## src/rtl/conv_window_sequencer.sv

```systemverilog
// Walks every output position and filter of a conv layer through one shared kernel,
// streaming tagged results downstream. Optional build macro: CONV_SEQ_RELU_EN (fused ReLU on capture).
module conv_window_sequencer #(
    parameter int unsigned BITWIDTH     = 8,
    parameter int unsigned DATAHEIGHT   = 28,
    parameter int unsigned DATAWIDTH    = 28,
    parameter int unsigned FILTERHEIGHT = 5,
    parameter int unsigned FILTERWIDTH  = 5,
    parameter int unsigned FILTERBATCH  = 1,
    parameter int unsigned STRIDE       = 1,
    localparam int unsigned DW   = 2 * BITWIDTH,
    localparam int unsigned RW   = (DATAHEIGHT > 1) ? $clog2(DATAHEIGHT) : 1,
    localparam int unsigned CW   = (DATAWIDTH > 1) ? $clog2(DATAWIDTH) : 1,
    localparam int unsigned FW   = (FILTERBATCH > 1) ? $clog2(FILTERBATCH) : 1,
    localparam int unsigned OUTH = (DATAHEIGHT - FILTERHEIGHT) / STRIDE + 1,
    localparam int unsigned OUTW = (DATAWIDTH - FILTERWIDTH) / STRIDE + 1
) (
    input  logic                 clk,
    input  logic                 rst,
    input  logic                 start,
    output logic                 busy,
    output logic                 done,
    output logic                 win_req,
    output logic [RW-1:0]        win_row,
    output logic [CW-1:0]        win_col,
    output logic [FW-1:0]        filter_idx,
    input  logic signed [DW-1:0] conv_result,
    output logic                 out_valid,
    input  logic                 out_ready,
    output logic [DW-1:0]        out_data,
    output logic [RW-1:0]        out_row,
    output logic [CW-1:0]        out_col,
    output logic [FW-1:0]        out_filter
);

    typedef enum logic [2:0] {IDLE, FETCH, WAIT, OUT, DONE} state_t;

    state_t              state;
    logic [RW-1:0]       orow, orow_nxt;
    logic [CW-1:0]       ocol, ocol_nxt;
    logic [FW-1:0]       filt, filt_nxt;
    logic                last_c;
    logic [DW-1:0]       capture_c;

    // Raster advance: filter fastest, then output column, then output row.
    always_comb begin
        orow_nxt = orow;
        ocol_nxt = ocol;
        filt_nxt = filt;
        if (filt == FW'(FILTERBATCH - 1)) begin
            filt_nxt = '0;
            if (ocol == CW'(OUTW - 1)) begin
                ocol_nxt = '0;
                orow_nxt = orow + RW'(1);
            end else begin
                ocol_nxt = ocol + CW'(1);
            end
        end else begin
            filt_nxt = filt + FW'(1);
        end
    end

    assign last_c = (orow == RW'(OUTH - 1)) && (ocol == CW'(OUTW - 1)) &&
                    (filt == FW'(FILTERBATCH - 1));

`ifdef CONV_SEQ_RELU_EN
    assign capture_c = conv_result[DW-1] ? '0 : conv_result;
`else
    assign capture_c = conv_result;
`endif

    always_ff @(posedge clk) begin
        if (rst) begin
            state      <= IDLE;
            busy       <= 1'b0;
            done       <= 1'b0;
            win_req    <= 1'b0;
            win_row    <= '0;
            win_col    <= '0;
            filter_idx <= '0;
            out_valid  <= 1'b0;
            out_data   <= '0;
            out_row    <= '0;
            out_col    <= '0;
            out_filter <= '0;
            orow       <= '0;
            ocol       <= '0;
            filt       <= '0;
        end else begin
            win_req <= 1'b0;
            done    <= 1'b0;
            case (state)
                IDLE: begin
                    if (start) begin
                        state      <= FETCH;
                        busy       <= 1'b1;
                        win_req    <= 1'b1;
                        orow       <= '0;
                        ocol       <= '0;
                        filt       <= '0;
                        win_row    <= '0;
                        win_col    <= '0;
                        filter_idx <= '0;
                    end
                end
                FETCH: begin
                    state <= WAIT;
                end
                WAIT: begin
                    out_data   <= capture_c;
                    out_row    <= orow;
                    out_col    <= ocol;
                    out_filter <= filt;
                    out_valid  <= 1'b1;
                    state      <= OUT;
                end
                OUT: begin
                    if (out_ready) begin
                        out_valid <= 1'b0;
                        if (last_c) begin
                            state <= DONE;
                            done  <= 1'b1;
                        end else begin
                            orow       <= orow_nxt;
                            ocol       <= ocol_nxt;
                            filt       <= filt_nxt;
                            win_row    <= RW'(32'(orow_nxt) * STRIDE);
                            win_col    <= CW'(32'(ocol_nxt) * STRIDE);
                            filter_idx <= filt_nxt;
                            win_req    <= 1'b1;
                            state      <= FETCH;
                        end
                    end
                end
                DONE: begin
                    busy  <= 1'b0;
                    state <= IDLE;
                end
                default: begin
                    state <= IDLE;
                    busy  <= 1'b0;
                end
            endcase
        end
    end

endmodule

```

## config.mk

```make
export PLATFORM = sky130hd
export DESIGN_NAME = conv_window_sequencer
export DESIGN_NICKNAME = d
export VERILOG_FILES = /design/src/rtl/conv_window_sequencer.sv
export SDC_FILE = /design/constraint.sdc
export NUM_CORES = 1
export LEC_CHECK = 0
export CAP_MARGIN = 20
export CORE_UTILIZATION = 25
export DETAILED_ROUTE_END_ITERATION = 6
export RECOVER_POWER = 100
export SYNTH_ARGS = -nofsm -noshare
export SYNTH_HDL_FRONTEND = slang
export SYNTH_SLANG_ARGS = --single-unit
```

## constraint.sdc

```tcl
create_clock -name clk -period 2.64 [get_ports clk]
set_clock_uncertainty 0.15 [all_clocks]
set_input_delay 0.264 -clock clk [delete_from_list [all_inputs] [get_ports clk]]
set_output_delay 0.264 -clock clk [all_outputs]
set_load 0.01 [all_outputs]
```

==> metrics.yaml <==
status:
  status: "completed"
clock_network:
  cts_buffers: 5
  cts.htree.levels: 2
  postCtsSetupRepairBufs: 0
  clkTransAtPathRegs_ns: 0.08
  cts_hold_buf: 0
  cts.sinks: 43
  clock_latency_ns: 0.29
  cts_tree: "done"
  cts_root_buf: "clkbuf_8"
  cts.path.max_buffers: 2
  ctsResizeCount: 0
detailed_routing:
  via_per_inst: 4.67
  vias: 1582
  post_drt_wl_per_cell_microns: 12.3
  drt-initial-drc-count: 52
  first_pass_iters: 4
  route.detailed.drc: 0
  wl_microns: 4170
  ant_nets: 0
final_layout:
  area_growth_pct: 41.0
  final_nets: 283
  nFillCells: 684
  drive_above_1_share_pct: 4.96
  mostFrequentLayoutCells: "nand2_1 (59), dfxtp_1 (43), dlygate4sd3_1 (41), a21oi_1 (33), clkdlybuf4s50_1 (18)"
  fin_util_pct: 37.5
  stdcell_count: 339
  n_antenna_cell: 0
  final_common_cell: "nand2_1"
  post-route-cell-area_sq_um: 2430
placed_design:
  place_congestion: 0.772
  hpwlAfterDp_microns: 2820
  post-place-ws_ns: 0.513
  place_area_sq_um: 2360
  dp_cells: 331
  io_buffers: 59
sta:
  fmax_mhz: 462
  hold_slack_ns: 0.302
  setup_viol: 0
  finalMaxSlewViolations: 0
  tns_ns: 0
  fin_crit_ns: 2.16
  rsz0062_at_grt: "no"
  finalWorstSetupSlack_ns: 0.476
  tightest_slew_ns: 0.845
  fin_crit_sh_pct: 82.0
  hold_viol: 0
  slew_headroom_pct: 43.7
setup_path:
  crit_type: "reg2reg"
  rr_startpoint: "ocol[0]$_SDFFE_PP0P_"
  startpoint_type: "register"
  crit_required_ns: 2.68
  rr_worst_depth: 5
  crit_start: "ocol[0]$_SDFFE_PP0P_"
  cp.arrival_ns: 2.20
  end_kind: "register"
  crit_fanout: 7
synthesis:
  synth_top_area_cell: "dfxtp_1"
  yosysSeqAreaShare_pct: 49.9
  synth_top_area_share_pct: 49.9
  synth_cell_types: 34
  syn-instance-count: 206
  avgSynthCellArea_sq_um: 8.38
  synth_area_sq_um: 1730
  yosys_warnings: 0
  ys_ff_latch: 43
  synthTopCellsByArea: "dfxtp_1 (50%), nand2_1 (13%), a21oi_1 (9.6%)"
hold_path:
  hold-path-cell-count: 2
  hold_start: "out_col[0]$_SDFFE_PP0P_"
  hold_path.class: "reg2reg"
power:
  p_leak_nw: 0.956
  power_density_nw_per_um2: 503
  finalPower_mw: 1.23
  irDropWorstVdd_v: 0.000216
die:
  die_area_sq_um: 7240
  ios: 62
  rows: 29
  die_h_microns: 85.1
  initial_core_util_pct: 26.6
  coreArea_sq_um: 6490
  die_w_microns: 85.1
grt:
  antenna_found_initial: 0
  grt_pass1_vias: 1482
  grt_max_degree: 42
  globalRouteOverflowTotal: 0
  grt_use_total_pct: 11.8
  grt_pass1_wl_microns: 6800
flow_run:
  drv_cap: 0
area by class of cell:
class,instances,area [sq um],area share (%)
clock buffer,7,76.3,3.14
tap,77,96.3,3.96
inverter,1,3.75,0.154
timing repair buffer,62,611,25.1
clock inverter,1,5.00,0.206
multi-input combinational,148,781,32.1
sequential,43,861,35.4
cell families after synthesis:
kind of cell | count (synthesis) | synth area share [%]
AND/OR/NAND/NOR | 95 | 26.6
AO/OA/AOI/OAI | 48 | 16.0
flip-flops | 43 | 49.9
buffers and inverters | 16 | 5.00
adder cells (fa/ha/maj) | 2 | 1.45
multiplexers | 1 | 0.870
other | 1 | 0.217
critical path, stage by stage (launching register included):
cell	delay, ns
dfxtp_1	0.43
ha_1	0.28
nand4b_1	0.31
o21ai_0	0.53
nand2_1	0.10
a311oi_1	0.26
routing by layer:
layer / track usage [%] / part of all wire, % / up-vias
li1: - / - / 827
met1: 14.6 / 48 / 714
met2: 20.6 / 48 / 38
met3: 2.72 / 4.4 / 3
met4: 2.77 / 0.31 / 0
met5: 0 / 0 / -
path summary, 6_finish.rpt:
path | slack (ns) | end
setup / recovery | 0.48 | ocol[4]$_SDFFE_PP0P_
hold / removal | 0.30 | out_col[0]$_SDFFE_PP0P_
setup reg to reg | 0.48 | ocol[4]$_SDFFE_PP0P_
hold reg to reg | 0.30 | out_col[0]$_SDFFE_PP0P_
state kept, by name, summed over array words and instances, names as in the netlist:
| name | count |
|---|---|
| busy | 1 |
| ocol | 5 |
| done | 1 |
| win_req | 1 |
| out_row | 5 |
| out_valid | 1 |
| state | 3 |
| out_data | 16 |
| orow | 5 |
| out_col | 5 |
synthesized netlist by cell type:
cell type  instances
and4b_1            2
dfxtp_1           43
or4b_1             1
o311a_4            1
nor3_1             3
nand4_1            3
nor4_2             1
nor4_1             3
o211ai_1           1
o21ai_0            5
and2_1             1
nand2_1           59
nand3_1            5
or4bb_2            1
a2111oi_0          1
nand3b_1           3
buf_6              1
ha_1               2
buf_2              3
and3_1             1
nor2_1             7
conb_1             1
or3_1              1
mux2_4             1
a21oi_1           33
clkbuf_1           7
buf_4              4
and4b_2            1
o21ai_1            1
a31oi_1            4
a41oi_1            1
a311oi_1           1
inv_1              1
nand4b_1           3
where the power goes:
group	internal, mW	switching [mW]	leakage (nW)
logic	0.0698	0.0738	0.565
registers	0.669	0.0139	0.349
clock network	0.186	0.213	0.0422
Power figures use the tool's default switching activity.
